## src/rtl/fetch_unit.sv

```systemverilog
// Instruction fetch: owns the PC, drives the synchronous imem, steers with same-cycle prediction.
// Latency: address issued in cycle N is presented on if_* in cycle N+1; one instruction per cycle.
// Backpressure: stall freezes the PC and F1, and the in-flight imem word is parked in a hold register.
module fetch_unit #(
    parameter logic [15:0] RESET_PC = 16'h0000,
    parameter int          PC_STEP  = 2,
    parameter int          CNT_W    = 16
) (
    input  logic             clk,
    input  logic             reset,
    input  logic             stall,
    input  logic             redirect_valid,
    input  logic [15:0]      redirect_pc,
    input  logic             pred_taken,
    input  logic [15:0]      pred_pc,
    output logic [15:0]      current_pc,
    output logic [15:0]      imem_addr,
    input  logic [15:0]      imem_rdata,
    output logic             if_valid,
    output logic [15:0]      if_instr,
    output logic [15:0]      if_pc,
    output logic             if_pred_taken,
    output logic [15:0]      if_pred_pc,
    output logic [CNT_W-1:0] fetch_count,
    output logic [CNT_W-1:0] redirect_count
);

    localparam logic [CNT_W-1:0] CNT_MAX = '1;

    logic [15:0]      pc_reg;
    logic [15:0]      pc_seq;
    logic             req_valid;
    logic [15:0]      req_pc;
    logic             req_pred_taken;
    logic [15:0]      req_pred_pc;
    logic             hold_valid;
    logic [15:0]      hold_instr;
    logic [CNT_W-1:0] fetch_count_r;
    logic [CNT_W-1:0] redirect_count_r;

    assign pc_seq     = pc_reg + 16'(PC_STEP);
    assign current_pc = pc_reg;
    assign imem_addr  = pc_reg;

    // F0: next-PC selection, redirect beats stall beats prediction.
    always_ff @(posedge clk) begin
        if (reset) begin
            pc_reg <= RESET_PC;
        end else if (redirect_valid) begin
            pc_reg <= redirect_pc;
        end else if (!stall) begin
            pc_reg <= pred_taken ? pred_pc : pc_seq;
        end
    end

    // F1: request metadata plus the hold register for the word that arrives during a stall.
    always_ff @(posedge clk) begin
        if (reset) begin
            req_valid      <= 1'b0;
            req_pc         <= 16'h0000;
            req_pred_taken <= 1'b0;
            req_pred_pc    <= 16'h0000;
            hold_valid     <= 1'b0;
            hold_instr     <= 16'h0000;
        end else if (redirect_valid) begin
            req_valid  <= 1'b0;
            hold_valid <= 1'b0;
        end else if (!stall) begin
            req_valid      <= 1'b1;
            req_pc         <= pc_reg;
            req_pred_taken <= pred_taken;
            req_pred_pc    <= pred_taken ? pred_pc : pc_seq;
            hold_valid     <= 1'b0;
        end else if (req_valid && !hold_valid) begin
            // After this edge imem is re-reading pc_reg, so park the word that belongs to req_pc.
            hold_instr <= imem_rdata;
            hold_valid <= 1'b1;
        end
    end

    always_ff @(posedge clk) begin
        if (reset) begin
            fetch_count_r    <= '0;
            redirect_count_r <= '0;
        end else begin
            if (if_valid && !stall && fetch_count_r != CNT_MAX) begin
                fetch_count_r <= fetch_count_r + 1'b1;
            end
            if (redirect_valid && redirect_count_r != CNT_MAX) begin
                redirect_count_r <= redirect_count_r + 1'b1;
            end
        end
    end

    assign if_valid       = req_valid & ~redirect_valid;
    assign if_instr       = hold_valid ? hold_instr : imem_rdata;
    assign if_pc          = req_pc;
    assign if_pred_taken  = req_pred_taken;
    assign if_pred_pc     = req_pred_pc;
    assign fetch_count    = fetch_count_r;
    assign redirect_count = redirect_count_r;

endmodule

```

## config.mk

```make
export PLATFORM = sky130hd
export DESIGN_NAME = fetch_unit
export DESIGN_NICKNAME = d
export VERILOG_FILES = /design/src/rtl/fetch_unit.sv
export SDC_FILE = /design/constraint.sdc
export NUM_CORES = 1
export LEC_CHECK = 0
export ABC_CLOCK_PERIOD_IN_PS = 3400
export CAP_MARGIN = 10
export CORE_MARGIN = 5
export CORE_UTILIZATION = 40
export DETAILED_ROUTE_END_ITERATION = 8
export PLACE_DENSITY = 0.71
export RECOVER_POWER = 100
export SETUP_SLACK_MARGIN = 0.02
export SYNTH_ARGS = -nofsm -noshare
export SYNTH_HDL_FRONTEND = slang
export SYNTH_SLANG_ARGS = --single-unit
```

## constraint.sdc

```tcl
create_clock -name clk -period 3.4 [get_ports clk]
set_input_delay 0.34 -clock clk [delete_from_list [all_inputs] [get_ports clk]]
set_output_delay 0.34 -clock clk [all_outputs]
set_load 0.02 [all_outputs]
```

# Word-level counts from Yosys, hierarchy flattened
# Cells that the tools add are included.
# totals
reg_bits,99
latch_bits,0
mem_bits_rw,0
rom_bits,0
in_bits,53
output_inout_bits,114
word_cells,32
mem_count,0
# classes
addsub,3
mul,0
div_mod_pow,0
order_cmp,0
eq_ne,3
shifts,0
muxes,4
bitwise_logic,3
n_reduce_logical,10
# op_table
cell,count
$mux W16,4
$add A16 B1 Y16 const B,2
$ne A16 B16 Y1 const B,2
$add A16 B2 Y16 const B,1
$logic_and A1 B1 Y1,4
$reduce_and A3 Y1,1
$reduce_or A3 Y1,1
$logic_not A1 Y1,2
$ne A2 B1 Y1 const B,1
$not A1 Y1,2
$reduce_and A2 Y1,1
$reduce_or A2 Y1,1
$and A1 B1 Y1,1

# Longest topological paths before layout
# Gate-level depths: netlist (run 1).
# depth
word_depth,4
depth_mapped,7
mapped_depth_nobuf,5

# Worst setup path after synthesis (run 1)
# OpenSTA, ideal clock, no wires.
# synth_timing
kind,register to register
startpoint,reg pc_reg[8] (netlist: current_pc[8])
endpoint,reg req_pred_pc[15] (netlist: if_pred_pc[15])
setup_ps,118
arrival_ps,1931
t_required_ps,3282
slack_ps,1351
stages_incl_launch_ff,6
path_buffers,1
period_less_slack_ps,2049
path_cell_list,dfxtp_1 clkbuf_1 nand4_1 or2_2 or4_1 o2111a_1
# synth_via
elab_chain_cells,2
# synth_lines
element,line,rtl
from (decl),30,logic [15:0] pc_reg;
from (signal assigned),50,pc_reg <= redirect_pc;
from (signal assigned),52,pc_reg <= pred_taken ? pred_pc : pc_seq;
$add A16 B2 Y16,41,assign pc_seq = pc_reg + 16'(PC_STEP);
$mux W16,72,req_pred_pc <= pred_taken ? pred_pc : pc_seq;
to (signal assigned),72,
to (decl),35,logic [15:0] req_pred_pc;
# Every way passes these cells.
# A chain may end at the register's enable or synchronous reset.

# Worst setup path after layout (run 1)
# layout_timing
startpoint,in redirect_valid
endpoint,reg req_pred_pc[14] (netlist: if_pred_pc[14])
# layout_via
elab_chain_cells,2
# layout_lines
element,line,rtl
from (decl),12,"input logic redirect_valid,"
$not A1 Y1 (no source line),--,
$reduce_and A2 Y1 (no source line),--,
# Every way passes these cells.

==> impl_metrics.json, run 1 <==
{
  "synth_area_per_cell_um2": 7.947,
  "cts_repair_resize_count": 0,
  "power.static_leakage_nw": 2.635,
  "worst-endpoint-required_ps": 3650,
  "slew_headroom_pct": -3.582,
  "initial_core_util_pct": 40.31,
  "gr-total-overflow": 0,
  "r2r_worst_path_depth": 5,
  "floorplan.core_area_um2": 12520,
  "power.net_switching_mw": 0.7303,
  "grt_pass1_wl_um": 24420,
  "period_share_pct": 79.83,
  "synth-seq-cells": 99,
  "ant_nets": 0,
  "numClockSinks": 99,
  "timing.final.crit_period_ps": 2714,
  "p_per_area_nw_per_um2": 383.8,
  "die_width_um": 122.3,
  "floorplan.die.height_um": 122.3,
  "ir_drop_mv": 0.2359,
  "synth-async-reset-ratio_pct": 0,
  "rsz_0062_raised_after_global_routing": "false",
  "violations": "max-capacitance violations, max-slew violations",
  "top_level_ports": 167,
  "routed_wirelength_um": 15290,
  "place.detailed.hpwl_um": 10980,
  "post_drt_wl_per_cell_um": 16.26,
  "highest_achievable_clock_rate_ghz": 0.3684,
  "vias_per_cell": 5.446,
  "grt_util_met2_pct": 33.32,
  "route.vias.total": 5119,
  "number_of_maximum_capacitance_violations": 1,
  "dominantRegCellSynth": "sky130_fd_sc_hd__dfxtp_1",
  "area_delta_synth_final_pct": 37.74,
  "cts.clk_slew.worst_paths_ps": 70,
  "cts_buffer_depth": 2,
  "slew_violations": 36,
  "hold_path_class": "in2reg",
  "grt_use_met1_pct": 25.55,
  "remaining_routing_drc_violations": 0,
  "cts_tree": "yes",
  "critical_path.top_delay_family": "buffers and inverters",
  "timing.critical_path.slowest_stage_cell": "sky130_fd_sc_hd__clkbuf_1",
  "finalSetupTns_ps": 0,
  "worstSetupStartpointType": "input pin",
  "cp_bufs_invs": 2,
  "fp.dieArea_um2": 14960,
  "htreeDepth": 3,
  "finalWeightedCongestion": 0.8575,
  "setup_violations": 0,
  "power.sequential.fraction_pct": 46.9,
  "ys_seq_area_share_pct": 39.28,
  "first_iter_violations": 363,
  "quantity_of_i_o_buffers_inserted_on_ports": 166,
  "grt.busiest_layer": "met2",
  "worst-path-max-fanout": 45,
  "clkLatencyLatePin_ps": 340,
  "pwr-share-comb_pct": 16.5,
  "critical_path_cell_count": 6,
  "proportion_of_total_power_due_to_net_switching_pct": 27.37,
  "run_status": "complete, but fails checks",
  "clockPowerShare_pct": 36.6,
  "synth-warning-count": 0,
  "yosysUniqueCellTypes": 58,
  "power.internal_mw": 1.938,
  "dp_slack_ps": 903.8,
  "postLayoutSetupSlackWorst_ps": 685.8,
  "synth_enable_flop_cells": 0,
  "timing.critical_path.arrival_ps": 2970,
  "post-cts-setup-buffers": 0,
  "fin_worst_skew_ps": 6.024,
  "root_buffer": "sky130_fd_sc_hd__clkbuf_16",
  "post_dp_cell_area_um2": 6695,
  "final_nets": 818,
  "critPathKind": "in2reg",
  "cp-end-kind": "flip-flop",
  "syn_nets": 691,
  "first_pass_iters": 4,
  "antenna_found_initial": 0,
  "worst_margin_slew_ps": 1554,
  "cts-buffers-inserted": 9,
  "design_area_um2": 6950,
  "grt.total_usage_pct": 20.21,
  "holdBufCountCts": 0,
  "via_count_of_the_first_global_routing_pass": 4955,
  "pin_count_of_the_biggest_net_entering_global_routing": 51,
  "max_stage_delay_ps": 1120,
  "synth_area_um2": 5046,
  "number_of_rows_in_the_core_area": 41,
  "grt_util_met3_pct": 4.332,
  "post_route_cells_drive_above_1_share_pct": 6.519,
  "timing.final.hold_violations": 0,
  "holdPathStages": 2,
  "netlist_instances": 635,
  "worstPathCellList": "buf_2, or2_2, clkbuf_1, and2_0, nor4_1, a311oi_1"
}
-- sequential cells by signal, indices dropped and copies added, names as in the netlist --
register / cells
if_pred_taken: 1
current_pc: 16
hold_instr: 16
if_pred_pc: 16
if_pc: 16
req_valid: 1
hold_valid: 1
fetch_count: 16
redirect_count: 16
-- logic make-up after synthesis --
logic type | after synthesis | share of synthesized area (%)
xor gates and xnor gates | 6 | 1.041
buffers and inverters | 73 | 6.819
adders and majority gates | 3 | 0.7439
DFF | 99 | 39.28
muxes | 35 | 7.538
AOI/OAI and AO/OA | 156 | 19.07
and+or+nand+nor | 263 | 25.51
-- power groups by stage --
stage | logic, mW | registers [mW] | clock network, mW
after floorplan | 0.219 | 1.30 | 0
after global placement | 0.459 | 1.28 | 0
after detailed placement | 0.465 | 1.28 | 0
after CTS | 0.468 | 1.25 | 0.991
after global routing | 0.476 | 1.26 | 1.04
final | 0.440 | 1.25 | 0.977
-- cells in the mapped netlist (3+ instances only) --
master	instances	area [µm²]
sky130_fd_sc_hd__a211oi_1	8	60.06
sky130_fd_sc_hd__a21oi_1	72	360.4
sky130_fd_sc_hd__a221oi_1	4	35.03
sky130_fd_sc_hd__a31oi_1	4	25.02
sky130_fd_sc_hd__and2_1	4	25.02
sky130_fd_sc_hd__and3_1	7	43.79
sky130_fd_sc_hd__and4_1	4	35.03
sky130_fd_sc_hd__buf_1	5	18.77
sky130_fd_sc_hd__buf_4	16	120.1
sky130_fd_sc_hd__clkbuf_1	34	127.6
sky130_fd_sc_hd__dfxtp_1	99	1982
sky130_fd_sc_hd__ha_1	3	37.54
sky130_fd_sc_hd__inv_1	14	52.55
sky130_fd_sc_hd__mux2_2	24	270.3
sky130_fd_sc_hd__mux2i_1	11	110.1
sky130_fd_sc_hd__nand2_1	106	397.9
sky130_fd_sc_hd__nand2b_1	4	25.02
sky130_fd_sc_hd__nand3_1	22	110.1
sky130_fd_sc_hd__nand4_1	12	75.07
sky130_fd_sc_hd__nor2_1	36	135.1
sky130_fd_sc_hd__nor2b_1	11	68.82
sky130_fd_sc_hd__nor3_1	19	95.09
sky130_fd_sc_hd__nor3b_1	4	30.03
sky130_fd_sc_hd__nor4_1	9	56.30
sky130_fd_sc_hd__o21a_1	3	22.52
sky130_fd_sc_hd__o21ai_0	27	135.1
sky130_fd_sc_hd__o22ai_1	3	18.77
sky130_fd_sc_hd__o311a_1	4	40.04
sky130_fd_sc_hd__o311ai_0	3	26.28
sky130_fd_sc_hd__o31ai_1	9	67.56
sky130_fd_sc_hd__or3_1	8	50.05
sky130_fd_sc_hd__or4_1	9	67.56
sky130_fd_sc_hd__xnor2_1	4	35.03
-- metrics by stage --
| stage | hold slack [ps] | cells | util [%] | total power, mW |
|---|---|---|---|---|
| after detailed placement | 445.6 | 923 | 53.49 | 1.745 |
| after floorplan | 432.9 | 635 | - | 1.523 |
| after global routing | 468.7 | 939 | 55.51 | 2.773 |
| after global placement | 440.5 | 923 | 53.49 | 1.736 |
| final | 448.8 | 940 | 55.53 | 2.668 |
| after CTS | 435.0 | 939 | 55.68 | 2.711 |
-- metal layers --
metal	part of all wire [%]	wire length, µm	vias up
li1	-	-	2531
met5	0	0	-
met4	2.2	335	0
met3	6.8	1040	22
met1	44	6656	2366
met2	47	7253	200
-- path summary, 6_finish.rpt --
check	slack (ps)	startpoint	to
hold reg to reg	450	if_pc[11]	if_pc[11]
setup / recovery	690	redirect_valid	if_pred_pc[14]
setup reg to reg	960	redirect_count[1]	redirect_count[2]
hold / removal	450	reset	hold_instr[11]
-- area by class of cell --
type / instances / area, µm²
Fill cell: 1167 / 5567
Inverter: 15 / 56.30
Clock inverter: 2 / 10.01
Multi-Input combinational cell: 463 / 2714
Antenna cell: 1 / 2.502
Sequential cell: 99 / 1982
Timing Repair Buffer: 174 / 1707
Clock buffer: 14 / 264.0
Tap cell: 172 / 215.2
-- layout by cell type (no fill, tap or decap), types with 14 or more instances in the layout --
| cell | netlist | final |
|---|---|---|
| sky130_fd_sc_hd__a21oi_1 | 72 | 72 |
| sky130_fd_sc_hd__dlygate4sd3_1 | 0 | 116 |
| sky130_fd_sc_hd__nor3_1 | 19 | 19 |
| sky130_fd_sc_hd__nor2_1 | 36 | 35 |
| sky130_fd_sc_hd__nand3_1 | 22 | 22 |
| sky130_fd_sc_hd__clkdlybuf4s50_1 | 0 | 48 |
| sky130_fd_sc_hd__nand2_1 | 106 | 106 |
| sky130_fd_sc_hd__o21ai_0 | 27 | 27 |
| sky130_fd_sc_hd__dfxtp_1 | 99 | 99 |
| sky130_fd_sc_hd__inv_1 | 14 | 14 |
| sky130_fd_sc_hd__mux2_2 | 24 | 24 |
Power figures use the tool's default switching activity.
==> run 2, diff against run 1 <==
ABC_CLOCK_PERIOD_IN_PS = 2350   (was 3400)
PLACE_DENSITY = 0.74   (was 0.71)
clock period = 2.35 ns   (was 3.4 ns; I/O delays follow)
==> impl_metrics.json, run 2 (synthesis results as in run 1) <==
{
  "proportion_of_total_power_due_to_net_switching_pct": 27.19,
  "clockPowerShare_pct": 38.6,
  "clkLatencyLatePin_ps": 350,
  "final_cell_count_no_fill": 956,
  "ir_drop_mv": 0.2772,
  "p_per_area_nw_per_um2": 566.6,
  "worst-path-max-fanout": 19,
  "worst-endpoint-required_ps": 2120,
  "die_width_um": 122.3,
  "antenna_found_initial": 0,
  "hold_path_class": "in2reg",
  "period_share_pct": 92.31,
  "floorplan.die.height_um": 122.3,
  "fin_worst_skew_ps": 5.783,
  "timing.critical_path.slowest_stage_cell": "sky130_fd_sc_hd__dlygate4sd3_1",
  "route.vias.total": 5275,
  "critical_path.top_delay_family": "buffers and inverters",
  "pwr-share-comb_pct": 16.7,
  "seqCellArea_um2": 1982,
  "max_stage_delay_ps": 650,
  "pin_count_of_the_biggest_net_entering_global_routing": 39,
  "worst_margin_slew_ps": 693.5,
  "floorplan.core_area_um2": 12520,
  "postLayoutSetupSlackWorst_ps": 180.8,
  "place.detailed.hpwl_um": 11630,
  "numClockSinks": 99,
  "multi_input_comb_area_um2": 2711,
  "post_dp_cell_area_um2": 6835,
  "cts_repair_resize_count": 0,
  "vias_per_cell": 5.518,
  "worstPathCellList": "buf_4, mux2_2, dlygate4sd3_1",
  "num_antenna_cells": 0,
  "layout.cells.most_common": "sky130_fd_sc_hd__dlygate4sd3_1",
  "cts-buffers-inserted": 9,
  "run_status": "completed",
  "cts_buffer_depth": 2,
  "post_route_cells_drive_above_1_share_pct": 8.291,
  "power.internal_mw": 2.932,
  "power.sequential.fraction_pct": 44.7,
  "cts.clk_slew.worst_paths_ps": 70,
  "finalSetupTns_ps": 0,
  "cts_tree": "yes",
  "critPathKind": "reg2out",
  "grt.total_usage_pct": 21.10,
  "first_pass_iters": 5,
  "ant_nets": 0,
  "grt_pass1_wl_um": 25410,
  "quantity_of_i_o_buffers_inserted_on_ports": 166,
  "rsz_0062_raised_after_global_routing": "false",
  "cp-end-kind": "primary output",
  "number_of_rows_in_the_core_area": 41,
  "worstSetupStartpointType": "flip-flop",
  "initial_core_util_pct": 40.31,
  "dp_slack_ps": 80.99,
  "number_of_maximum_capacitance_violations": 0,
  "via_count_of_the_first_global_routing_pass": 5070,
  "mostFrequentLayoutCells": "sky130_fd_sc_hd__dlygate4sd3_1 (115), sky130_fd_sc_hd__nand2_1 (106), sky130_fd_sc_hd__dfxtp_1 (99)",
  "power.net_switching_mw": 1.095,
  "post-cts-setup-buffers": 0,
  "utilization_after_layout_pct": 56.78,
  "timing.final.crit_period_ps": 2169,
  "timing.critical_path.arrival_ps": 1930,
  "cp_bufs_invs": 2,
  "power.static_leakage_nw": 2.722,
  "htreeDepth": 3,
  "finalWeightedCongestion": 0.8413,
  "fill_cells": 1167,
  "fp.dieArea_um2": 14960,
  "slew_headroom_pct": 53.34,
  "final_nets": 835,
  "slew_violations": 0,
  "remaining_routing_drc_violations": 0,
  "post_drt_wl_per_cell_um": 16.62,
  "holdBufCountCts": 0,
  "design_area_um2": 7107,
  "timing.final.hold_violations": 0,
  "setup_violations": 0,
  "area_delta_synth_final_pct": 40.84,
  "first_iter_violations": 297,
  "top_level_ports": 167,
  "dp.cells": 940,
  "root_buffer": "sky130_fd_sc_hd__clkbuf_16",
  "gr-total-overflow": 0,
  "highest_achievable_clock_rate_ghz": 0.4610,
  "routed_wirelength_um": 15890
}
## run 2: cell types whose count changed in the layout (fill, tap and decap cells not counted), sizes merged
cell	delta
buf	+12
clkbuf	+2
bufinv	+1
clkdlybuf4s50	+1
clkinvlp	+1
diode	-1
dlygate4sd3	-1
inv	+1
## run 2: layout make-up
cell class,count,share of cell area (%)
clock buffers,11,3.556
clock inverters,5,0.8451
inverters,15,0.7923
multi-input cells,463,38.15
flip-flops and latches,99,27.89
well taps,172,3.028
repair buffers,191,25.74
## run 2: path summary, 6_finish.rpt
check	from	end	slack, ps	depth (start not counted)
worst max-delay path	hold_valid	if_instr[13]	180	3
worst min-delay path	reset	fetch_count[13]	190	2
worst max register to register	current_pc[4]	if_pred_pc[14]	300	4
worst min register to register	hold_instr[15]	hold_instr[15]	450	2
## run 2: through the flow
step	total power [mW]	hold WS, ps
2_1_floorplan	2.204	371.0
3_3_place_gp	2.534	440.2
3_5_place_dp	2.551	447.3
4_1_cts	4.098	181.1
5_1_grt	4.182	200.1
6_report	4.027	190.2
## run 2: power groups by stage
stage | clock (mW) | sequential (mW) | combinational [mW]
4_1_cts | 1.58 | 1.80 | 0.713
3_5_place_dp | 0 | 1.84 | 0.709
6_report | 1.55 | 1.80 | 0.672
2_1_floorplan | 0 | 1.89 | 0.317
5_1_grt | 1.64 | 1.81 | 0.728
3_3_place_gp | 0 | 1.84 | 0.697
## run 2: worst reg2reg max path, delay by kind of cell (launching register included)
| family | cells | cell delay (ps) |
|---|---|---|
| AOI/OAI and AO/OA | 1 | 250 |
| DFF | 1 | 530 |
| and+or+nand+nor | 3 | 1180 |
## run 2: layer usage
metal | GRT usage [%] | share of wire [%]
met1 | 26.21 | 42
met2 | 34.94 | 47
met3 | 5.899 | 8.7
met4 | 7.768 | 2.0
met5 | 0 | 0
